==> src/rtl/bfis_run_harness_if.sv <==
// ---------------------------------------------------------------------------
// bfis_run_harness_if
// Engine-side bundle between the run harness and the best-first search engine.
//   tick_out       harness -> engine  clock enable
//   eng_start_out  harness -> engine  one-cycle start strobe
//   eng_query_out  harness -> engine  captured query vector (DIM*DATA_WIDTH)
//   eng_k_out      harness -> engine  captured result count (K_WIDTH)
//   eng_valid_in   engine -> harness  result valid, honoured on tick cycles
//   eng_data_in    engine -> harness  result word (DATA_WIDTH)
// master = harness side, slave = engine side.
// ---------------------------------------------------------------------------
interface bfis_run_harness_if #(
  parameter int DIM        = 4,
  parameter int DATA_WIDTH = 32,
  parameter int K_WIDTH    = 16
);
  logic                      tick_out;
  logic                      eng_start_out;
  logic [DIM*DATA_WIDTH-1:0] eng_query_out;
  logic [K_WIDTH-1:0]        eng_k_out;
  logic                      eng_valid_in;
  logic [DATA_WIDTH-1:0]     eng_data_in;

  modport master (
    output tick_out, eng_start_out, eng_query_out, eng_k_out,
    input  eng_valid_in, eng_data_in
  );

  modport slave (
    input  tick_out, eng_start_out, eng_query_out, eng_k_out,
    output eng_valid_in, eng_data_in
  );
endinterface

==> src/rtl/bfis_run_harness.sv <==
// ---------------------------------------------------------------------------
// bfis_run_harness
// Run controller and result buffer between the host debug core and the
// best-first search engine. Captures query/k on go_in, strobes the engine
// once on the first tick, gates the engine with a tick enable and collects k
// results into a show-ahead FIFO that the host drains one entry per rising
// edge of deq_req_in.
//
// Ports:
//   clk_in, rst_in        clock, synchronous active-low reset
//   go_in, k_in, query_in start pulse with sampled k and query vector
//   eng                   engine bundle (bfis_run_harness_if.master)
//   deq_req_in            level dequeue request (rising edge dequeues)
//   data_out, valid_out   FIFO head (0 when empty), FIFO not empty
//   count_out             FIFO occupancy
//   full_out, empty_out   FIFO status
//   busy_out, done_out    run in progress (ARM/RUN), run complete (DONE)
//   drop_count_out        results lost to a full FIFO (saturating)
//
// Build option: define BFIS_DROP_COUNT_EN to implement drop_count_out;
// otherwise it is tied to zero.
// ---------------------------------------------------------------------------
module bfis_run_harness #(
  parameter int DIM        = 4,
  parameter int DATA_WIDTH = 32,
  parameter int K_WIDTH    = 16,
  parameter int DEPTH      = 8,
  parameter int TICK_LOG2  = 20
) (
  input  logic                       clk_in,
  input  logic                       rst_in,
  input  logic                       go_in,
  input  logic [K_WIDTH-1:0]         k_in,
  input  logic [DIM*DATA_WIDTH-1:0]  query_in,
  bfis_run_harness_if.master         eng,
  input  logic                       deq_req_in,
  output logic [DATA_WIDTH-1:0]      data_out,
  output logic                       valid_out,
  output logic [$clog2(DEPTH):0]     count_out,
  output logic                       full_out,
  output logic                       empty_out,
  output logic                       busy_out,
  output logic                       done_out,
  output logic [15:0]                drop_count_out
);

  localparam int AW = $clog2(DEPTH);

  typedef enum logic [1:0] {IDLE, ARM, RUN, DONE} state_t;

  state_t                    state_r, state_next;
  logic                      tick;
  logic                      start;
  logic                      capture;
  logic [DIM*DATA_WIDTH-1:0] query_r;
  logic [K_WIDTH-1:0]        k_r;
  logic [K_WIDTH-1:0]        res_cnt_r;
  logic                      enq_try, enq, deq;
  logic                      deq_prev_r;
  logic [AW-1:0]             wr_ptr_r, rd_ptr_r;
  logic [AW:0]               count_r;
  logic [DATA_WIDTH-1:0]     mem [DEPTH];

  // Tick generator: free-running counter, tick on all-ones; constant when period is 1.
  generate
    if (TICK_LOG2 == 0) begin : g_tick_const
      assign tick = 1'b1;
    end else begin : g_tick_cnt
      logic [TICK_LOG2-1:0] tick_cnt_r;
      // Free-running tick counter.
      always_ff @(posedge clk_in) begin
        if (!rst_in) tick_cnt_r <= '0;
        else         tick_cnt_r <= tick_cnt_r + TICK_LOG2'(1);
      end
      assign tick = &tick_cnt_r;
    end
  endgenerate

  assign enq_try  = (state_r == RUN) && tick && eng.eng_valid_in;
  assign empty_out = (count_r == '0);
  assign full_out  = (count_r == (AW+1)'(DEPTH));
  // Only a fresh rising edge of the request dequeues; edges while empty are lost.
  assign deq       = deq_req_in && !deq_prev_r && !empty_out;
  // A full FIFO still accepts a word when the head leaves in the same cycle.
  assign enq       = enq_try && (!full_out || deq);

  // FSM state register.
  always_ff @(posedge clk_in) begin
    if (!rst_in) state_r <= IDLE;
    else         state_r <= state_next;
  end

  // FSM next-state and strobes.
  always_comb begin
    state_next = state_r;
    start      = 1'b0;
    capture    = 1'b0;
    case (state_r)
      IDLE, DONE: begin
        if (go_in) begin
          capture    = 1'b1;
          state_next = (k_in != '0) ? ARM : DONE;
        end else begin
          state_next = state_r;
        end
      end
      ARM: begin
        if (tick) begin
          start      = 1'b1;
          state_next = RUN;
        end else begin
          state_next = ARM;
        end
      end
      RUN: begin
        if (enq_try && ((res_cnt_r + K_WIDTH'(1)) == k_r)) state_next = DONE;
        else                                              state_next = RUN;
      end
      default: state_next = IDLE;
    endcase
  end

  // Run parameters and result counter; rejected results still count toward k.
  always_ff @(posedge clk_in) begin
    if (!rst_in) begin
      query_r   <= '0;
      k_r       <= '0;
      res_cnt_r <= '0;
    end else if (capture) begin
      query_r   <= query_in;
      k_r       <= k_in;
      res_cnt_r <= '0;
    end else if (enq_try) begin
      res_cnt_r <= res_cnt_r + K_WIDTH'(1);
    end
  end

  // FIFO pointers, occupancy and request-edge history (history resets high).
  always_ff @(posedge clk_in) begin
    if (!rst_in) begin
      wr_ptr_r   <= '0;
      rd_ptr_r   <= '0;
      count_r    <= '0;
      deq_prev_r <= 1'b1;
    end else begin
      deq_prev_r <= deq_req_in;
      if (enq) wr_ptr_r <= wr_ptr_r + AW'(1);
      if (deq) rd_ptr_r <= rd_ptr_r + AW'(1);
      case ({enq, deq})
        2'b10:   count_r <= count_r + (AW+1)'(1);
        2'b01:   count_r <= count_r - (AW+1)'(1);
        default: count_r <= count_r;
      endcase
    end
  end

  // FIFO storage; contents are only visible through the pointers, so no reset.
  always_ff @(posedge clk_in) begin
    if (enq) mem[wr_ptr_r] <= eng.eng_data_in;
  end

`ifdef BFIS_DROP_COUNT_EN
  logic [15:0] drop_cnt_r;
  // Saturating count of results rejected by a full FIFO.
  always_ff @(posedge clk_in) begin
    if (!rst_in)                                         drop_cnt_r <= 16'h0000;
    else if (enq_try && !enq && (drop_cnt_r != 16'hFFFF)) drop_cnt_r <= drop_cnt_r + 16'h0001;
  end
  assign drop_count_out = drop_cnt_r;
`else
  assign drop_count_out = 16'h0000;
`endif

  assign data_out          = empty_out ? '0 : mem[rd_ptr_r];
  assign valid_out         = !empty_out;
  assign count_out         = count_r;
  assign busy_out          = (state_r == ARM) || (state_r == RUN);
  assign done_out          = (state_r == DONE);
  assign eng.tick_out      = tick;
  assign eng.eng_start_out = start;
  assign eng.eng_query_out = query_r;
  assign eng.eng_k_out     = k_r;

endmodule
==> src/flat_wrapper.sv <==
// flat-port wrapper written by rule: the top's interface ports become plain ports
module bfis_run_harness_flat 
#(
  parameter int DIM        = 4,
  parameter int DATA_WIDTH = 32,
  parameter int K_WIDTH    = 16,
  parameter int DEPTH      = 8,
  parameter int TICK_LOG2  = 20
)
  (clk_in, rst_in, go_in, k_in, query_in, deq_req_in, data_out, valid_out, count_out, full_out, empty_out, busy_out, done_out, drop_count_out, eng_tick_out, eng_eng_start_out, eng_eng_query_out, eng_eng_k_out, eng_eng_valid_in, eng_eng_data_in);
  bfis_run_harness_if #(.DIM(DIM), .DATA_WIDTH(DATA_WIDTH), .K_WIDTH(K_WIDTH)) eng_i ();
  input  logic clk_in;
  input  logic rst_in;
  input  logic go_in;
  input  logic [K_WIDTH-1:0] k_in;
  input  logic [DIM*DATA_WIDTH-1:0] query_in;
  input  logic deq_req_in;
  output logic [DATA_WIDTH-1:0] data_out;
  output logic valid_out;
  output logic [$clog2(DEPTH):0] count_out;
  output logic full_out;
  output logic empty_out;
  output logic busy_out;
  output logic done_out;
  output logic [15:0] drop_count_out;
  output wire logic [$bits(eng_i.tick_out)-1:0] eng_tick_out;
  output wire logic [$bits(eng_i.eng_start_out)-1:0] eng_eng_start_out;
  output wire logic [$bits(eng_i.eng_query_out)-1:0] eng_eng_query_out;
  output wire logic [$bits(eng_i.eng_k_out)-1:0] eng_eng_k_out;
  input wire logic [$bits(eng_i.eng_valid_in)-1:0] eng_eng_valid_in;
  input wire logic [$bits(eng_i.eng_data_in)-1:0] eng_eng_data_in;
  assign eng_tick_out = eng_i.tick_out;
  assign eng_eng_start_out = eng_i.eng_start_out;
  assign eng_eng_query_out = eng_i.eng_query_out;
  assign eng_eng_k_out = eng_i.eng_k_out;
  assign eng_i.eng_valid_in = eng_eng_valid_in;
  assign eng_i.eng_data_in = eng_eng_data_in;
  bfis_run_harness #(.DIM(DIM), .DATA_WIDTH(DATA_WIDTH), .K_WIDTH(K_WIDTH), .DEPTH(DEPTH), .TICK_LOG2(TICK_LOG2)) u_core (.clk_in(clk_in), .rst_in(rst_in), .go_in(go_in), .k_in(k_in), .query_in(query_in), .eng(eng_i), .deq_req_in(deq_req_in), .data_out(data_out), .valid_out(valid_out), .count_out(count_out), .full_out(full_out), .empty_out(empty_out), .busy_out(busy_out), .done_out(done_out), .drop_count_out(drop_count_out));
endmodule
==> config.mk <==
export PLATFORM = sky130hd
export DESIGN_NAME = bfis_run_harness_flat
export DESIGN_NICKNAME = d
export VERILOG_FILES = /design/src/rtl/bfis_run_harness_if.sv /design/src/rtl/bfis_run_harness.sv /design/src/flat_wrapper.sv
export SDC_FILE = /design/constraint.sdc
export NUM_CORES = 1
export LEC_CHECK = 0
export ABC_CLOCK_PERIOD_IN_PS = 11200
export BUFFER_PORTS_ARGS = -buffer_cell sky130_fd_sc_hd__buf_2
export CORE_MARGIN = 2
export CORE_UTILIZATION = 59
export DETAILED_ROUTE_END_ITERATION = 10
export PLACE_DENSITY = 0.85
export SYNTH_ARGS = -nofsm -noshare
export SYNTH_HDL_FRONTEND = slang
export SYNTH_SLANG_ARGS = --single-unit
==> constraint.sdc <==
create_clock -name clk_in -period 11.2 [get_ports clk_in]
set_input_delay 1.68 -clock clk_in [delete_from_list [all_inputs] [get_ports clk_in]]
set_output_delay 1.68 -clock clk_in [all_outputs]
set_load 0.02 [all_outputs]
==> impl_metrics.py <==
metrics = {
    "power": {
        "peakVddDrop_mv": 0.1847,
        "leakagePower_uw": 0.008291,
        "power_density_nw_per_um2": 190.1,
    },
    "global_routing": {
        "grt_max_degree": 92,
        "gr-total-overflow": 0,
        "grt_use_total": 0.2687,
        "grt_pass1_wl_mm": 65.70,
        "antenna_found_initial": 11,
        "grt_pass1_vias": 12280,
    },
    "die": {
        "initial_core_util": 0.5956,
        "rows": 64,
        "dieArea_um2": 32050,
        "die_x_um": 179.0,
        "core-area_um2": 30350,
        "io_pins": 384,
        "dieHeight_um": 179.0,
    },
    "route": {
        "vias": 12310,
        "dr.pass1.iters": 5,
        "drt_wl_total_mm": 44.44,
        "wl_per_cell_um": 20.26,
        "drt_iter0_markers": 913,
        "postRouteAntennaNets": 0,
        "drc_errors": 0,
        "vias_per_cell": 5.613,
    },
    "timing": {
        "period_share": 0.4216,
        "period_needed_ns": 4.722,
        "timing.fmax_mhz": 211.8,
        "grt_setup_unrepaired": "false",
        "finalSetupTns_ns": 0,
        "fin_worst_skew_ns": 0.01546,
        "setup_viol": 0,
        "hold_viol": 0,
        "slew_headroom": 0.2013,
        "tightest_slew_ns": 1.198,
        "finalMaxSlewViolations": 0,
    },
    "layout": {
        "final_nets": 1941,
        "area.growth.synth_to_final_pct": 20.41,
        "stdcell_count": 2194,
        "fin_area_um2": 21760,
        "fillers": 2030,
        "multi_input_area_um2": 6121,
        "ff_latch_area_um2": 11620,
        "drive_above_1_share": 0.2968,
    },
    "worst_setup_path": {
        "startpoint_type": "flop",
        "cp_max_fo": 45,
        "path_delay_family": "buffers and inverters",
        "cp.arrival_ns": 3.04,
        "crit_buf_inv": 2,
        "crit_type": "reg2out",
        "worstPathCellList": "buf_4 > mux4_2 > mux2i_1 > nor2_1 > buf_2",
        "path_depth": 5,
        "reg2reg_depth": 5,
        "endpoint_kind": "output port",
        "required_ns": 9.52,
        "max_stage_delay_ns": 0.74,
        "slowest_stage": "buf_4",
    },
    "cts": {
        "insertion_delay_ns": 0.55,
        "cts_hold_buf": 0,
        "root_buffer": "clkbuf_16",
        "clk_pin_slew_worst_paths_ns": 0.06,
        "clock-sinks": 452,
        "cts_resized": 0,
        "h-tree-depth": 2,
        "cts_buffer_depth": 3,
        "cts_tree": "built",
        "post_cts_buffers": 0,
        "numCtsBuffers": 46,
    },
    "min_path": {
        "holdCritPathClass": "reg2reg",
        "worstHoldPathCells": 2,
    },
    "synthesis": {
        "async_flop_share": 0,
        "netlist_area_um2": 18070,
        "yosysWarningCount": 0,
        "synthAdderAreaFrac": 0.008030,
        "synth-seq-cells": 452,
        "synth_simple_gate_area_frac": 0.1213,
        "synth_edf_count": 256,
        "ys_types": 57,
        "syn_inst": 1406,
        "syn_area_per_cell_um2": 12.86,
        "synthXorXnorAreaFrac": 0.02603,
        "synth_top_family_by_area": "simple AND/OR/NAND/NOR gates",
        "synth-seq-area-share": 0.6424,
        "synth_compound_area_frac": 0.07525,
        "synthMuxAreaShare": 0.1009,
        "synthFlopType": "edfxtp_1",
    },
    "placed_design": {
        "gp_congestion": 0.8802,
        "hpwl_mm": 28.08,
        "io_buffers": 367,
        "placed_area_um2": 20180,
        "dpl.cell_count": 2097,
    },
    "outcome": {
        "status": "complete, no violations",
    },
    "job": {
        "maxCapViolations": 0,
    },
}
-- cell type report --
cell class | instances | share of cell area
sequential | 452 | 0.5338
multi-input combinational | 864 | 0.2812
timing repair buffer | 378 | 0.08830
clock buffer | 65 | 0.06134
tap | 396 | 0.02277
clock inverter | 20 | 0.01000
antenna | 12 | 0.001380
inverter | 7 | 0.001207
-- layout by cell type (no fill, tap or decap), types with 3 or more instances in the layout --
master     instances
buf_2            366
nand2_1          318
edfxtp_1         256
dfxtp_1          193
a21boi_0         147
mux4_2            64
nor2_1            52
clkbuf_16         48
mux2i_1           36
xnor2_1           30
and2_1            28
xor2_1            21
nand3_1           19
conb_1            16
o21ai_0           14
a21oi_1           14
diode_2           12
buf_4             12
nand4_1           11
or3_1             10
ha_1              10
clkbuf_1          10
clkinv_1           8
nand2b_1           7
clkbuf_8           7
nor3_1             6
nor4_1             6
inv_1              6
and3_1             6
nor3_2             4
nor2b_1            4
bufinv_16          4
and4_1             3
nor2_4             3
clkinv_2           3
-- worst reg2reg max path: stages (launching register included) --
cell and delay (ns):
dfxtp_1 0.41, ha_1 0.31, nand4_4 0.23, nor3_1 0.48, nand3_1 0.39, nor2_4 0.96
-- cells in the mapped netlist, drive strengths merged (4+ instances only) --
| master | n | area share |
|---|---|---|
| and3 | 6 | 0.0021 |
| a21oi | 14 | 0.0039 |
| a21boi | 147 | 0.061 |
| nand3 | 19 | 0.0053 |
| edfxtp | 256 | 0.43 |
| nor4 | 9 | 0.0043 |
| or3 | 10 | 0.0035 |
| nor3 | 10 | 0.0028 |
| ha | 10 | 0.0069 |
| xor2 | 21 | 0.010 |
| and4 | 4 | 0.0021 |
| buf | 30 | 0.010 |
| mux2i | 37 | 0.021 |
| and2 | 30 | 0.010 |
| xnor2 | 30 | 0.015 |
| mux4 | 64 | 0.080 |
| nor2 | 55 | 0.011 |
| clkbuf | 68 | 0.014 |
| inv | 7 | 0.0015 |
| o21ai | 14 | 0.0039 |
| dfxtp | 196 | 0.22 |
| nor2b | 4 | 0.0014 |
| nand2b | 7 | 0.0024 |
| nand4 | 12 | 0.0050 |
| nand2 | 321 | 0.067 |
-- flip-flops by register name, summed over array words and instances, names as in the netlist, named ones only --
register,cells
u_core.count_out,4
u_core.eng.eng_k_out,16
u_core.mem,256
u_core.state_r,2
u_core.rd_ptr_r,3
u_core.deq_prev_r,1
u_core.wr_ptr_r,3
u_core.eng.eng_query_out,128
u_core.res_cnt_r,16
u_core.g_tick_cnt.tick_cnt_r,20
-- layer usage --
layer | wire length (µm) | track usage
met5 | 0 | 0
met4 | 1404 | 0.1009
met3 | 3623 | 0.07082
met2 | 23110 | 0.4790
met1 | 16310 | 0.3098
-- logic make-up after synthesis --
logic type / Yosys count
buffers and inverters: 105
DFF: 452
and+or+nand+nor: 495
AOI/OAI and AO/OA: 189
xor gates and xnor gates: 52
muxes: 101
other: 1
adders and majority gates: 11
-- where the power goes --
part           internal [µW]  switching [µW]  total [µW]  leakage, µW
clock                    926             621        1550     0.000754
combinational            198             456         654      0.00363
sequential              1870            69.5        1940      0.00390
-- through the flow --
stage / power, µW / setup slack [ns] / util / hold slack [ns]
final: 4136 / 6.478 / 0.7171 / 0.4602
after global routing: 4297 / 6.242 / 0.7171 / 0.4845
after CTS: 4156 / 6.381 / 0.7162 / 0.4627
after detailed placement: 2615 / 6.978 / 0.6650 / 0.4547
after global placement: 2597 / 7.076 / 0.6650 / 0.4495
after floorplan: 2375 / 5.150 / - / 0.4556
-- path summary, 6_finish.rpt --
kind	startpoint	to	slack (ns)
worst max-delay path	flop	data_out[1]	6.48
worst min register to register	u_core.eng.eng_query_out[107]	u_core.eng.eng_query_out[107]	0.46
worst max register to register	u_core.g_tick_cnt.tick_cnt_r[0]	u_core.mem[5][10]	8.01
worst min-delay path	u_core.eng.eng_query_out[107]	u_core.eng.eng_query_out[107]	0.46
No activity file was read; power rests on OpenSTA's default activity.
